`src/rtl/alu_arbiter.sv`:
```
// rtl/alu_arbiter.sv - round-robin arbiter sharing one alu between two requesters with registered response slots
// Define ALU_ARB_FIXED_PRIO_EN to make requester 0 win every tie instead of alternating.
module alu_arbiter #(
  parameter int D_WIDTH = 32
) (
  input  logic                 clk,
  input  logic                 rst,
  input  logic [1:0]           req_valid,
  output logic [1:0]           req_ready,
  input  logic [7:0]           req_ctrl,
  input  logic [1:0]           req_src,
  input  logic [2*D_WIDTH-1:0] req_op1,
  input  logic [2*D_WIDTH-1:0] req_imm,
  input  logic [2*D_WIDTH-1:0] req_reg,
  output logic [1:0]           rsp_valid,
  input  logic [1:0]           rsp_ready,
  output logic [2*D_WIDTH-1:0] rsp_data,
  output logic [1:0]           rsp_eq,
  output logic                 alusrc,
  output logic [3:0]           aluctrl,
  output logic [D_WIDTH-1:0]   aluop1,
  output logic [D_WIDTH-1:0]   immop,
  output logic [D_WIDTH-1:0]   regop2,
  input  logic [D_WIDTH-1:0]   aluout,
  input  logic                 eq
);

  logic       last_gnt;
  logic [1:0] eligible;
  logic [1:0] grant;
  logic       sel;

  // A requester may issue only if its slot is empty or is being drained this cycle.
  always_comb begin
    eligible = req_valid & (~rsp_valid | rsp_ready);
    grant    = 2'b00;
    case (eligible)
      2'b01:   grant = 2'b01;
      2'b10:   grant = 2'b10;
      2'b11: begin
`ifdef ALU_ARB_FIXED_PRIO_EN
        grant = 2'b01;
`else
        grant = last_gnt ? 2'b01 : 2'b10;
`endif
      end
      default: grant = 2'b00;
    endcase
  end

  // With no grant the alu still sees the last winner's inputs so they stay defined.
  always_comb begin
    sel = grant[1] | (~grant[0] & last_gnt);
  end

  assign req_ready = grant;

  always_comb begin
    if (sel) begin
      alusrc  = req_src[1];
      aluctrl = req_ctrl[7:4];
      aluop1  = req_op1[2*D_WIDTH-1:D_WIDTH];
      immop   = req_imm[2*D_WIDTH-1:D_WIDTH];
      regop2  = req_reg[2*D_WIDTH-1:D_WIDTH];
    end else begin
      alusrc  = req_src[0];
      aluctrl = req_ctrl[3:0];
      aluop1  = req_op1[D_WIDTH-1:0];
      immop   = req_imm[D_WIDTH-1:0];
      regop2  = req_reg[D_WIDTH-1:0];
    end
  end

  always_ff @(posedge clk or posedge rst) begin
    if (rst) begin
      last_gnt <= 1'b1;
    end else if (|grant) begin
      last_gnt <= grant[1];
    end
  end

  // A re-grant in the same cycle as a drain keeps the slot full with the new result.
  always_ff @(posedge clk or posedge rst) begin
    if (rst) begin
      rsp_valid <= 2'b00;
      rsp_data  <= '0;
      rsp_eq    <= 2'b00;
    end else begin
      for (int i = 0; i < 2; i++) begin
        if (grant[i]) begin
          rsp_valid[i]                <= 1'b1;
          rsp_data[i*D_WIDTH +: D_WIDTH] <= aluout;
          rsp_eq[i]                   <= eq;
        end else if (rsp_valid[i] && rsp_ready[i]) begin
          rsp_valid[i] <= 1'b0;
        end
      end
    end
  end

endmodule

```
`config.mk`:
```
export PLATFORM = sky130hd
export DESIGN_NAME = alu_arbiter
export DESIGN_NICKNAME = d
export VERILOG_FILES = /design/src/rtl/alu_arbiter.sv
export SDC_FILE = /design/constraint.sdc
export NUM_CORES = 1
export LEC_CHECK = 0
export CAP_MARGIN = 20
export CORE_AREA = 2 2 158 160
export DETAILED_ROUTE_END_ITERATION = 7
export DIE_AREA = 0 0 160 162
export PLACE_DENSITY = 0.69
export SLEW_MARGIN = 20
export SYNTH_ARGS = -nofsm -noshare
export SYNTH_HDL_FRONTEND = slang
export SYNTH_SLANG_ARGS = --single-unit
```
`constraint.sdc`:
```
create_clock -name clk -period 2.96 [get_ports clk]
set_input_delay 0.592 -clock clk [delete_from_list [all_inputs] [get_ports clk]]
set_output_delay 0.592 -clock clk [all_outputs]
set_load 0.01 [all_outputs]
```
==> reports/results.txt <==
The slowest stage cell on the critical path is clkdlybuf4s50_1. Setup repair after global routing left no endpoint under its margin. For the worst flop-to-flop path, the logic depth is 5. In the layout the commonest cells are clkdlybuf4s50_1, o211ai_1, nand3_1, dlygate4sd2_1, o21ai_0. The clock insertion delay at the later pin of the skew report is 0.34 ns. In this run the worst hold path is classified as reg -> reg.

The final cycle utilization of the critical path was 0.968; the clock-pin slew of the registers on the worst-case setup and hold paths was 0.06 ns. Among cell families on the critical path, the largest total delay comes from buffers and inverters. For this design, the CTS-stage hold fixing added 0 buffers. The number of cells produced by synthesis is 651, and the final critical delay including setup and external delays is 2.86 ns. Final hold violation count: 0. TritonCTS built the clock tree.

The net count of the mapped netlist is 892. Pin placement for this block handled 412 I/O pins. The final routed wire length divided by cell count was 20.6 microns; the arrival time at the worst endpoint was 2.27 ns.

The worst-case IR drop observed on VDD is 0.000596 V. Across all hold checks on the routed design, the worst slack comes to 0.489 ns. In this run the tool buffered the top-level ports with 411 buffer cells.

Dividing total power by cell area gives a power density of 560 nW/um^2. The number of buffers added by the clock tree synthesis step is 9, and the effective utilization at floorplan is 0.230. The path with the worst hold slack has its endpoint at rsp_data[14]. The layout cell share with drive strength beyond 1 was 0.146; the required time at the worst-slack endpoint was 2.37 ns. After detailed routing, the number of remaining DRC violations is 0. The setup check on the worst reg-to-reg path leaves a slack of 0.76 ns. Critical path endpoint category: an output port. The run gives 5 as the number of detailed-route iterations in the first pass.

After detailed routing, the met3 layer carries 2570 microns of wire. The worst stage delay on the critical path came out at 0.55 ns. The launching point of the worst reg2reg path is last_gnt. The critical path class is in -> out. After synthesis the cells add up to 5530 sq um. STA classifies the critical path startpoint as a primary input.

The initial DRC count is 560. The tree is rooted in a clkbuf_16. The run gives 1,301 as the final net count.

The library cell used most frequently in the layout, excluding fill and tap cells, is clkdlybuf4s50_1. During synthesis, Yosys emitted a total of 0 warnings. The run gives 0.676 as the normalized max-slew margin.

After detailed routing, the met2 layer carries 13,900 microns of wire. Via-per-instance ratio: 5.34. The tools report the final setup skew as 0.00632 ns.

The share of flip-flops with an asynchronous set or reset is 1.00, and the global-route usage over all layers is 0.210. The cell count of the worst hold path came out at 1. A synthesized cell averages 8.50 sq um. The floorplan has 57 rows.

Area of the core region: 24,100 sq um. The die height is 162 microns. The placed wire-length estimate was 20,700 microns.

The number of enable-type register cells in the synthesized netlist was 0; the area added between synthesis and finish was 99.3%. The die outline area was 25,900 sq um; the highest clock frequency the design can meet was 349 MHz. Reg-to-reg critical path endpoint: rsp_data[22]. Together, buffers and inverters on the worst path number 4. After synthesis, the netlist uses 23 different library cells. The transition time at the pin with the least slew margin was 0.486 ns; the maximum count of clock buffers along a single path was 2. In this run the remaining antenna-violating nets after routing total 0. For this design the static power due to leakage is 4.11 nW. In this run the most critical hold path is launched from rsp_data[14].

The flow ran to the end, and the final reports show no timing, DRC or antenna violations. The overall die width is 160 microns, and the largest driver fanout on the critical path is 14. Signal routing reaches up to met4. The tools report the number of antenna violations at the first check in global routing as 2.

Summed over all layers, the routed wires come to 28,700 microns. Max-cap violations in this run came to 0. The sum of negative setup slack is 0 ns. For this run, the leading register cell type out of synthesis is dfrtp_1. Routability-driven placement finished with a final weighted congestion of 0.850.

Setup violations remaining at the end of the flow were counted as 0. The count of H-tree levels built during CTS is 3. Number of sinks on the clock net: 69.

The global-route wire length before repair is 43,800 microns, and the largest net degree at the start of global routing is 70. The run gives 0.312 as the sequential fraction of the synthesis area. Traced cell by cell, the critical path runs through clkdlybuf4s50_1 -> nor2b_4 -> buf_12 -> bufbuf_16 -> nand3_1 -> o211ai_1 -> dlygate4sd2_1. For the vias after detailed routing, the log shows 7,423. The count of final max-slew check failures was 0. The total overflow left after global routing is 0. In this run, synthesis produced a sequential element count of 69. The logs give 7,641 for the number of global-route vias before repair and 11,200 microns for the detailed-route wire length on metal 1.
-- worst reg2reg max path: stages, from the launching register on --
cell       delay (ns)
dfstp_4          0.53
nand2b_4         0.19
bufbuf_16        0.30
o211ai_4         0.19
buf_4            0.45
mux2_2           0.42
-- state kept, by name, indices dropped and copies added (netlist names) --
| name | flops |
|---|---|
| last_gnt | 1 |
| rsp_eq | 2 |
| rsp_valid | 2 |
| rsp_data | 64 |
-- logic make-up after synthesis --
logic type | Yosys count | share of synthesized area
flip-flops | 69 | 0.312
multiplexers | 66 | 0.134
AND/OR/NAND/NOR | 112 | 0.104
buffers and inverters | 98 | 0.0769
AO/OA/AOI/OAI | 306 | 0.373
-- stage by stage --
stage / instance area, sq um / utilization / setup WS (ns) / std cells / power (mW)
floorplan: 5530 / - / 0.630 / 651 / 2.92
global placement: 10700 / 0.442 / -0.173 / 1365 / 5.21
detailed placement: 10700 / 0.442 / -0.179 / 1365 / 5.24
CTS: 11000 / 0.457 / 0.0293 / 1389 / 6.22
global route: 11000 / 0.457 / 0.0181 / 1391 / 6.50
finish: 11000 / 0.457 / 0.0951 / 1391 / 6.17
-- repair_timing --
| action | CTS | global route |
|---|---|---|
| hold endpoints to repair | 0 | 0 |
| setup endpoints to repair | 103 | 3 |
| pin swaps | 2 | 1 |
| setup buffers | 4 | 0 |
| gates cloned | 4 | 0 |
| resized for setup | 109 | 4 |
-- how the worst max path moves through the flow --
stage                     slack [ns]  cells after the start         start          end
after floorplan                 0.63                      1           rst  rsp_data[0]
after global placement         -0.17                      6  rsp_ready[1]   aluctrl[2]
after detailed placement       -0.18                      7  rsp_ready[1]    regop2[1]
after CTS                       0.03                      5      last_gnt   aluctrl[2]
after global routing            0.02                      7  rsp_ready[1]    regop2[2]
final                            0.1                      7  req_valid[1]    aluop1[5]
-- Yosys cell counts, types with 2 or more instances --
master    count  area, sq um
nand3_1     101          505
buf_2        13         65.1
buf_4         3         22.5
mux2_1       21          236
buf_1         4         15.0
inv_1         4         15.0
clkbuf_1     70          263
mux2_2       45          507
nor2b_1       2         12.5
dfrtp_1      68         1700
o21ai_0     101          505
o211ai_1    202         1520
buf_6         4         45.0
nand2_1       3         11.3
nand2b_1      2         12.5
-- area by class of cell --
type                    count  area [sq um]
diodes                      2          5.00
inverters                   4          16.3
well taps                 324           405
flip-flops and latches     69          1730
repair buffers            492          5130
multi-input cells         484          3430
clock inverters             7          80.1
clock buffers               9           225
fillers                  2395         13100
-- where the power goes --
part	total, mW	leakage (nW)	internal, mW	switching [mW]
registers	1.36	0.804	1.20	0.154
logic	3.72	3.16	1.98	1.74
clock network	1.10	0.143	0.662	0.437
total	6.17	4.11	3.84	2.33
-- metal layers --
metal	GRT usage	vias up
met4	0.0819	0
met5	0	-
met2	0.364	425
li1	-	3383
met3	0.0559	58
met1	0.249	3557
Power figures use the tool's default switching activity.
==> RTL edit, RTL diff (same settings) <==
The parameter `D_WIDTH` goes from 32 to 64.
--- a/src/rtl/alu_arbiter.sv
+++ b/src/rtl/alu_arbiter.sv
@@ -1,7 +1,7 @@
 // rtl/alu_arbiter.sv - round-robin arbiter sharing one alu between two requesters with registered response slots
 // Define ALU_ARB_FIXED_PRIO_EN to make requester 0 win every tie instead of alternating.
 module alu_arbiter #(
-  parameter int D_WIDTH = 32
+  parameter int D_WIDTH = 64
 ) (
   input  logic                 clk,
   input  logic                 rst,
Ports: changed (8 resized); port bits go from 412 to 796. The function was not compared with the original's and may differ.
==> RTL edit against the unedited design <==
  * The flow now stops in 3_2_place_iop
  * Synthesized area grew 95%
  * Synthesized cell count grew 93%
==> RTL edit: results (changes against the unedited design) <==
Outcome:
- The first error in the log reads "[ERROR PPL-0024] Number of IO pins (796) exceeds maximum number of available positions (574). Increase the die perimeter from 644.00um to 1082.56um".
- The flow did not finish.
- The stage where the run came to a stop is 3_2_place_iop.

Logic synthesis:
- After synthesis, the most frequently instantiated cells are o211ai_1, nand3_1, o21ai_0, dfrtp_1, clkbuf_1.
- The fraction of the yosys area taken by sequential cells is 0.308 (-0.00407).
- The async set or reset register ratio after synthesis is 1.00 (unchanged).
- The count of yosys warnings during synthesis is 0 (unchanged).
- The count of unique library cells instantiated by Yosys is 25 (+8.7%).
- The number of cells produced by synthesis is 1258 (+93%).
- The number of synthesized register bits is 133 (+93%).
- The post-synth net total is 1723 (+93%).
- By area the synthesized netlist is led by dfrtp_1, o211ai_1, nand3_1, o21ai_0, mux2_2.

Floorplan:
- The number of core rows is 57 (unchanged).
==> RTL edit: changes by cell type after synthesis, moves of 8 or more <==
cell      change
o211ai_1    +192
nand3_1      +96
buf_4         +8
o21ai_0      +96
mux2_2       +29
buf_2        +28
dfrtp_1      +64
clkbuf_1     +57
mux2_1       +15
mux2_4       +20
==> RTL edit: kinds of logic after synthesis <==
logic type             count (synthesis)  share of synthesized area
AOI/OAI and AO/OA                    594                      0.369
buffers and inverters                193                     0.0838
DFF                                  133                      0.308
muxes                                130                      0.142
and+or+nand+nor                      208                     0.0967
